[src/rtl/alu_flag_wb_stage.sv]
// ALU writeback stage: registers result/dest for the register file, maintains the PSR, evaluates branch conditions.
// Latency: 1 cycle from accept to out_valid; cond_true is combinational (next-PSR when FLAG_BYPASS=1).
// Backpressure: single-entry slot; in_ready = !out_valid || out_ready, so it streams at full rate while out_ready=1.
module alu_flag_wb_stage #(
    parameter bit FLAG_BYPASS = 1'b1,
    parameter int DEST_W      = 4
) (
    input  logic              clk,
    input  logic              reset,
    input  logic              in_valid,
    output logic              in_ready,
    input  logic [3:0]        alu_control,
    input  logic [15:0]       result_in,
    input  logic              c_in,
    input  logic              l_in,
    input  logic              f_in,
    input  logic              z_in,
    input  logic              n_in,
    input  logic [DEST_W-1:0] dest_in,
    input  logic              wb_en_in,
    input  logic              flush,
    input  logic              out_ready,
    output logic              out_valid,
    output logic [15:0]       wb_data,
    output logic [DEST_W-1:0] wb_dest,
    output logic              wb_en,
    input  logic              psr_load,
    input  logic [4:0]        psr_load_data,
    output logic [4:0]        psr,
    input  logic [3:0]        cond_code,
    output logic              cond_true
);

    localparam logic [3:0] OP_NOP = 4'b0000;
    localparam logic [3:0] OP_SUB = 4'b0001;
    localparam logic [3:0] OP_CMP = 4'b0010;
    localparam logic [3:0] OP_ADD = 4'b1000;

    // PSR bit positions within {N,Z,F,L,C}
    localparam int PC = 0;
    localparam int PL = 1;
    localparam int PF = 2;
    localparam int PZ = 3;
    localparam int PN = 4;

    typedef struct packed {
        logic [15:0]       data;
        logic [DEST_W-1:0] dest;
        logic              en;
    } wb_ent_t;

    wb_ent_t    ent_q;
    logic       accept;
    logic [4:0] psr_nxt;
    logic [4:0] psr_eval;

    assign in_ready = !out_valid || out_ready;
    assign accept   = in_valid && in_ready && !flush;

    assign wb_data = ent_q.data;
    assign wb_dest = ent_q.dest;
    // Not gated by flush: the register file kills the write itself.
    assign wb_en   = out_valid && ent_q.en;

    always_comb begin
        psr_nxt = psr;
        if (accept) begin
            if (alu_control == OP_ADD || alu_control == OP_SUB) begin
                psr_nxt[PC] = c_in;
                psr_nxt[PF] = f_in;
            end else if (alu_control == OP_CMP) begin
                psr_nxt[PL] = l_in;
                psr_nxt[PZ] = z_in;
                psr_nxt[PN] = n_in;
            end
        end
        if (psr_load) begin
            psr_nxt = psr_load_data;
        end
    end

    always_ff @(posedge clk) begin
        if (!reset) begin
            out_valid <= 1'b0;
            ent_q     <= '0;
            psr       <= '0;
        end else begin
            psr <= psr_nxt;
            if (accept) begin
                ent_q.data <= result_in;
                ent_q.dest <= dest_in;
                ent_q.en   <= wb_en_in && (alu_control != OP_NOP) && (alu_control != OP_CMP);
            end
            if (flush) begin
                out_valid <= 1'b0;
            end else if (accept) begin
                out_valid <= 1'b1;
            end else if (out_ready) begin
                out_valid <= 1'b0;
            end
        end
    end

    assign psr_eval = FLAG_BYPASS ? psr_nxt : psr;

    always_comb begin
        cond_true = 1'b0;
        case (cond_code)
            4'b0000: cond_true = psr_eval[PZ];
            4'b0001: cond_true = !psr_eval[PZ];
            4'b0010: cond_true = psr_eval[PC];
            4'b0011: cond_true = !psr_eval[PC];
            4'b0100: cond_true = psr_eval[PL];
            4'b0101: cond_true = !psr_eval[PL];
            4'b0110: cond_true = psr_eval[PF];
            4'b0111: cond_true = !psr_eval[PF];
            4'b1000: cond_true = psr_eval[PN];
            4'b1001: cond_true = !psr_eval[PN];
            4'b1010: cond_true = psr_eval[PL] || psr_eval[PZ];
            4'b1011: cond_true = !psr_eval[PL] && !psr_eval[PZ];
            4'b1110: cond_true = 1'b1;
            default: cond_true = 1'b0;
        endcase
    end

endmodule

[config.mk]
export PLATFORM = sky130hd
export DESIGN_NAME = alu_flag_wb_stage
export DESIGN_NICKNAME = d
export VERILOG_FILES = /design/src/rtl/alu_flag_wb_stage.sv
export SDC_FILE = /design/constraint.sdc
export NUM_CORES = 1
export LEC_CHECK = 0
export CAP_MARGIN = 10
export CORE_MARGIN = 5
export CORE_UTILIZATION = 41
export CTS_BUF_LIST = sky130_fd_sc_hd__clkbuf_2 sky130_fd_sc_hd__clkbuf_4 sky130_fd_sc_hd__clkbuf_8
export DETAILED_ROUTE_END_ITERATION = 8
export PLACE_DENSITY = 0.87
export SETUP_SLACK_MARGIN = 0.05
export SKIP_LAST_GASP = 1
export SYNTH_ARGS = -nofsm -noshare
export SYNTH_HDL_FRONTEND = slang
export SYNTH_SLANG_ARGS = --single-unit
[constraint.sdc]
create_clock -name clk -period 4.09 [get_ports clk]
set_input_delay 0.818 -clock clk [delete_from_list [all_inputs] [get_ports clk]]
set_output_delay 0.818 -clock clk [all_outputs]
set_load 0.005 [all_outputs]
Yosys cells after proc, flatten, opt, wreduce, memory -nomap -nowiden
Index checks and enable logic that the tools add are counted.

word-level totals
  bits in read-only memories = 0
  register bits = 27
  output and inout port bits = 29
  RAM bits = 0
  latch bits = 0
  logic and storage cells = 53
  bits of input ports = 45
  memories = 0

operators by class
  equal/unequal tests = 16
  mux-type cells = 11
  multiply operators = 0
  divide/modulo/power cells = 0
  order comparisons = 0
  $add $sub $neg = 0
  bitwise gates (word level) = 1
  shift-type cells = 0
  reductions and logical operators = 20

operators with widths
  kind                                                   count
  == test 4 bit, second input constant                   6
  == test 4 x 3 -> 1 bit, second input constant          4
  one-hot mux 1 bit (13 select lines)                    1
  == test 4 x 2 -> 1 bit, second input constant          3
  two-way mux 5 bit                                      2
  == test 4 x 1 -> 1 bit, second input constant          2
  logical NOT 1 bit                                      7
  logical AND 1 bit                                      6
  two-way mux 1 bit                                      6
  logical NOT 4 bit                                      1
  two-way mux 2 bit                                      2
  inequality test 4 x 2 -> 1 bit, second input constant  1
  nonzero test 4 bit                                     1
  logical OR 1 bit                                       3
  nonzero test 2 bit                                     1
  OR reduction 2 bit                                     1
  NOT 1 bit                                              1

Logic depth before layout (Yosys ltp)
Gate-level depths: netlist of run 1.

  depth in word-level cells = 9
  mapped depth = 8
  depth with buffers taken out = 8

Least setup slack after synthesis of run 1
Ideal clock, no wire load.

  path kind = in2out
  start point = in alu_control[0]
  end point = out cond_true
  setup slack = 0.638 ns
  arrival = 2.634 ns
  path buffers = 0
  required time = 3.272 ns
  cell stages on the path = 7
  path through = or4b_4 > or3_4 > mux2i_1 > o21ai_0 > or4bb_1 > o221a_2 > o211ai_2

between the ends
  word-level cells in the longest chain between the ends = 8
  elaborated cells on any way between the ends = 20
  classes of those cells = eq/ne (3); mux (9); reduce/logical (8)

ends and longest elaborated chain
  what                                                    line           source
  from (decl)                                             12             input logic [3:0] alu_control,
  == test 4 x 2 -> 1 bit, or another cell as far along    71             end else if (alu_control == OP_CMP) begin
  two-way mux 1 bit, or another cell as far along         71
  two-way mux 1 bit or two-way mux 2 bit (tied branches)  68             if (alu_control == OP_ADD || alu_control == OP_SUB) begin
  two-way mux 5 bit (*)                                   67             if (accept) begin
  two-way mux 5 bit (*)                                   77             if (psr_load) begin
  logical NOT 1 bit, on equally long branches             114, 120, 110
  logical AND 1 bit                                       120            4'b1011: cond_true = !psr_eval[PL] && !psr_eval[PZ];
  one-hot mux 1 bit (13 select lines) (*)                 108            case (cond_code)
  to (decl)                                               31             output logic cond_true

Every way passes the cells marked *; elsewhere a longest branch is shown, timed or not.

Worst setup path after layout of run 1
Same ends and word-level chain as after synthesis.

==> results of run 1 <==
-- final cells by class --
cell class / instances / area [sq um] / area share (%)
multi-input cells: 116 / 732.0 / 33.33
repair buffers: 87 / 827.0 / 37.66
flip-flops and latches: 27 / 540.5 / 24.62
well taps: 46 / 57.56 / 2.621
clock inverters: 1 / 5.005 / 0.2279
clock buffers: 3 / 22.52 / 1.026
inverters: 3 / 11.26 / 0.5128
-- registers in the layout (all words and copies together) (netlist names) --
| signal | flops |
|---|---|
| wb_data | 16 |
| psr | 5 |
| wb_dest | 4 |
| ent_q | 1 |
| out_valid | 1 |
-- how the worst min path moves through the flow --
stage / to / slack, ps / start
4_1_cts: wb_data[8] / 480 / wb_data[8]
3_3_place_gp: ent_q[0] / 450 / ent_q[0]
2_1_floorplan: ent_q[0] / 440 / ent_q[0]
5_1_grt: wb_data[8] / 510 / wb_data[8]
6_report: wb_data[0] / 480 / wb_data[0]
3_5_place_dp: wb_data[8] / 460 / wb_data[8]
-- stage by stage --
step | setup TNS, ps | power [mW]
4_1_cts | 0 | 0.5425
5_1_grt | 0 | 0.5685
3_3_place_gp | -342.0 | 0.4267
6_report | 0 | 0.5352
3_5_place_dp | -336.7 | 0.4294
2_1_floorplan | 0 | 0.3515
-- repair_timing --
action                     4_1_cts  5_1_grt
pin swaps                        5        3
resized for setup                8        1
setup endpoints to repair        1        1
-- report_power, final --
group          total (mW)  internal (mW)  switching, mW
Clock               0.114         0.0366         0.0778
Combinational       0.139         0.0886         0.0500
Sequential          0.282          0.276        0.00622
Total               0.535          0.401          0.134
-- cell usage after synthesis (all sizes together) --
master  instances
xor2            1
a21boi         21
nor3b           2
o31ai           1
nand3b          2
nand2          48
o21ai           4
nor4            1
nand2b          2
or2b            1
or3             1
o311ai          3
nor4b           1
inv             3
o221a           1
o221ai          1
a311o           1
xnor2           1
or4bb           1
a21oi           1
nor2            3
nor2b           2
clkbuf          7
or4b            1
and2            7
and2b           1
dfxtp          27
mux2i           4
nand4           1
o211ai          2
a311oi          1
buf            22
-- worst max-delay path: stages --
cell	delay, ps
clkdlybuf4s50_1	420
or4b_4	490
or3_4	380
mux2i_1	130
o21ai_1	170
or4bb_1	400
o221a_2	140
o211ai_2	60
buf_2	130
-- metal layers --
metal / global-route usage, % / part of all wire [%]
met5: 0 / 0
met4: 3.830 / 0.51
met3: 4.304 / 7.2
met2: 25.71 / 48
met1: 17.68 / 44
-- logic make-up after synthesis --
logic type | count (synthesis) | synth area share [%]
and+or+nand+nor | 74 | 24.68
AOI/OAI and AO/OA | 36 | 20.53
buffers and inverters | 32 | 14.25
DFF | 27 | 36.64
muxes | 4 | 2.714
xor gates and xnor gates | 2 | 1.188
==> flow_summary.json, run 1 <==
{
  "grt-ovfl-total": 0,
  "synth_top_cell_area_share_pct": 36.64,
  "drt-initial-drc-count": 77,
  "powerDensity_nw_per_um2": 243.7,
  "critPathCaptureType": "primary output",
  "h-tree-depth": 1,
  "syn_nets": 220,
  "final-setup-viol-count": 0,
  "nNetsFinal": 283,
  "initial_core_util_pct": 43.19,
  "rsz0062_at_grt": "false",
  "rr_startpoint": "out_valid",
  "required_ps": 3270,
  "synth_area_per_cell_sq_um": 8.430,
  "grt_max_degree": 28,
  "period_share_pct": 96.65,
  "antenna_cells": 0,
  "postCtsHoldBufs": 0,
  "layout_common_cells": "clkdlybuf4s50_1 (69), nand2_1 (48), dfxtp_1 (27)",
  "grt_pass1_vias": 1308,
  "ioPinCount": 74,
  "dp_hpwl_mm": 2.779,
  "drc": 0,
  "drtPass1Iterations": 3,
  "status": "complete, no violations",
  "io_buffers": 73,
  "fin_skew_ps": 1.647,
  "clock_path_buffers": 2,
  "slew_violations": 0,
  "yosysSeqAreaShare_pct": 36.64,
  "fillers": 303,
  "critical_path.startpoint": "alu_control[0]",
  "clk_pin_slew_ps": 140,
  "grt_first_pass_wirelength_mm": 6.051,
  "detail-route-antenna-nets": 0,
  "mostFrequentLayoutCell": "clkdlybuf4s50_1",
  "hold_path.class": "reg -> reg",
  "ys_top_cells_by_area": "dfxtp_1 (37%), nand2_1 (12%), a21boi_0 (11%)",
  "final-hold-violation-count": 0,
  "p_leak_nw": 0.8343,
  "synth_cell_type_count": 39,
  "r2r_slack_ps": 2380,
  "utilization_pct": 64.29,
  "yosys_warnings": 0,
  "cts_setup_buffers": 0,
  "rows": 21,
  "dieWidth_microns": 69.99,
  "timing.final.ws_setup_ps": 136.9,
  "antenna_found_initial": 0,
  "clock-root-buffer": "clkbuf_4",
  "hold_depth": 2,
  "vias": 1340,
  "final_area_sq_um": 2196,
  "viasPerCell": 4.735,
  "dp_cells": 279,
  "arrival_ps": 3140,
  "post-route-min-period_ps": 3953,
  "grt_use_total_pct": 14.77,
  "slew_headroom_pct": 46.33,
  "cts_tree": "done",
  "placed_cell_area_sq_um": 2170,
  "synth_area_sq_um": 1475,
  "r2r_cells": 7,
  "clock.fmax_mhz": 253.0,
  "clk_latency_ps": 320,
  "routed_wl_mm": 3.563,
  "rr_endpoint": "wb_data[10]",
  "worst_pin_slew_ps": 802.6,
  "die_h_microns": 69.99,
  "fin_cells": 283,
  "drive_above_1_share_pct": 11.81,
  "numCtsBuffers": 3,
  "synthCells": 175,
  "worstSetupPathType": "in -> out",
  "area_growth_pct": 48.86,
  "crit_path_start_kind": "input pin",
  "ys_ff_latch": 27,
  "yosys.area.top_type": "dfxtp_1",
  "place_ws_ps": -336.7,
  "cts.sinks": 27,
  "worstPathMaxFanout": 3,
  "gp_congestion": 0.7917,
  "core_area_sq_um": 3416,
  "peakVddDrop_v": 0.0001131,
  "fin_hold_ws_ps": 477.9,
  "die_area_sq_um": 4898,
  "drt-wirelength-per-cell_microns": 12.59,
  "cap_violations": 0,
  "crit_end": "cond_true"
}
(Power assumes the default switching activity.)
==> inputs of run 2 (changes only) <==
GPL_TIMING_DRIVEN = 1   (was not set)
==> results of run 2 <==
No change in the layout: final DEF, timing and power equal those of run 1.
==> inputs of run 3 (changes only) <==
CORE_ASPECT_RATIO = 0.6   (was not set)
==> run 3 against run 2 <==
Final area increased by 2.0%. Via count increased by 1.1%. Clock-buffer cell count unchanged. Core utilization increased by 2.3 points. Routed wire length increased by 9.7%. Highest routed layer unchanged.
==> flow_summary.json, run 3 (synthesis gave the netlist of run 1 again) <==
{
  "mostFrequentLayoutCell": "clkdlybuf4s50_1",
  "fin_skew_ps": 2.519,
  "gp_congestion": 0.8314,
  "dieWidth_microns": 87.44,
  "detail-route-antenna-nets": 0,
  "antenna_found_initial": 0,
  "multi_input_area_sq_um": 732.0,
  "clock_path_buffers": 2,
  "crit_path_start_kind": "input pin",
  "powerDensity_nw_per_um2": 254.2,
  "layout_common_cells": "clkdlybuf4s50_1 (68), nand2_1 (48), dfxtp_1 (27)",
  "rr_endpoint": "psr[4]",
  "clk_pin_slew_ps": 90,
  "grt_pass1_vias": 1315,
  "period_share_pct": 95.70,
  "critPathCaptureType": "primary output",
  "io_buffers": 73,
  "crit_end": "cond_true",
  "rsz0062_at_grt": "false",
  "r2r_cells": 7,
  "tns_ps": 0,
  "status": "complete, no violations",
  "final-hold-violation-count": 0,
  "rr_startpoint": "out_valid",
  "die_area_sq_um": 4937,
  "place_ws_ps": -341.9,
  "worst_pin_slew_ps": 764.6,
  "post-route-min-period_ps": 3914,
  "largest_reg_flops": 16,
  "cap_violations": 0,
  "cts_tree": "done",
  "peakVddDrop_v": 0.0001386,
  "drtPass1Iterations": 4,
  "grt_use_total_pct": 15.73,
  "cts.sinks": 27,
  "drt-initial-drc-count": 30,
  "fillers": 292,
  "timing.final.ws_setup_ps": 175.8,
  "initial_core_util_pct": 43.86,
  "nNetsFinal": 284,
  "numCtsBuffers": 3,
  "vias": 1355,
  "drc": 0,
  "clock-root-buffer": "clkbuf_8",
  "worstPathMaxFanout": 2,
  "hold_path.class": "reg -> reg",
  "arrival_ps": 3100,
  "final-setup-viol-count": 0,
  "seqCellArea_sq_um": 540.5,
  "slew_headroom_pct": 48.87,
  "fin_cells": 283,
  "clk_latency_ps": 260,
  "die_h_microns": 56.46,
  "clock.fmax_mhz": 255.5,
  "worstSetupPathType": "in -> out",
  "grt-ovfl-total": 0,
  "viasPerCell": 4.788,
  "h-tree-depth": 1,
  "dp_cells": 278,
  "p_leak_nw": 0.8707,
  "grt_first_pass_wirelength_mm": 6.196,
  "ioPinCount": 74,
  "r2r_slack_ps": 2360,
  "critical_path.startpoint": "alu_control[2]",
  "dp_hpwl_mm": 3.046,
  "area_growth_pct": 51.82,
  "required_ps": 3270,
  "routed_wl_mm": 3.910,
  "grt_max_degree": 28,
  "antenna_cells": 0,
  "slew_violations": 0,
  "drt-wirelength-per-cell_microns": 13.82,
  "drive_above_1_share_pct": 12.18,
  "postCtsHoldBufs": 0,
  "core_area_sq_um": 3363,
  "rows": 16
}
run 3: power breakdown:
| part | leakage (nW) | internal, mW | switching (mW) |
|---|---|---|---|
| combinational | 0.624 | 0.0899 | 0.0527 |
| sequential | 0.221 | 0.275 | 0.00616 |
| clock | 0.0255 | 0.0681 | 0.0771 |
| total | 0.871 | 0.433 | 0.136 |
run 3: worst min-delay path by stage:
stage,startpoint,to,slack [ps],depth (start not counted)
after floorplan,ent_q[0],ent_q[0],440,2
after global placement,ent_q[0],ent_q[0],450,2
after detailed placement,wb_data[15],wb_data[15],460,2
after CTS,wb_data[13],wb_data[13],480,2
after global routing,wb_dest[2],wb_dest[2],500,2
final,ent_q[0],ent_q[0],470,2
run 3: final cells by class:
type                       instances  share of cell area, %
multi-input combinational        116                  32.68
clock inverter                     1                 0.2235
tap                               45                  2.514
inverter                           3                 0.5028
timing repair buffer              88                  38.10
sequential                        27                  24.13
clock buffer                       3                  1.844
run 3: stage by stage:
stage / power, mW / area [sq um] / utilization, % / hold WS, ps
after floorplan: 0.3515 / 1475 / - / 436.3
after global placement: 0.4300 / 2168 / 64.47 / 452.3
after detailed placement: 0.4319 / 2168 / 64.47 / 462.9
after CTS: 0.5773 / 2215 / 65.85 / 475.6
after global routing: 0.6035 / 2240 / 66.59 / 503.9
final: 0.5694 / 2240 / 66.59 / 472.2
run 3: timing repair:
item                       CTS  global route
gates resized for setup      8             2
setup endpoints to repair    1             1
setup buffers                0             1
pin swaps                    4             5
run 3: per-layer routing:
layer | track usage, % | share of wire (%) | vias up | wire length [microns]
met5 | 0 | 0 | - | 0
met4 | 1.313 | 0.84 | 0 | 33
met3 | 5.556 | 9.2 | 4 | 358
met2 | 24.79 | 43 | 46 | 1680
met1 | 21.44 | 47 | 609 | 1838
li1 | - | - | 696 | -
run 3: worst max-delay path, stage by stage:
cell           delay, ps
dlygate4sd2_1        240
or4b_4               540
or3_4                370
buf_12               140
mux2i_1              110
o21ai_1              160
or4bb_1              400
o221a_2              140
o211ai_2              50
buf_2                130
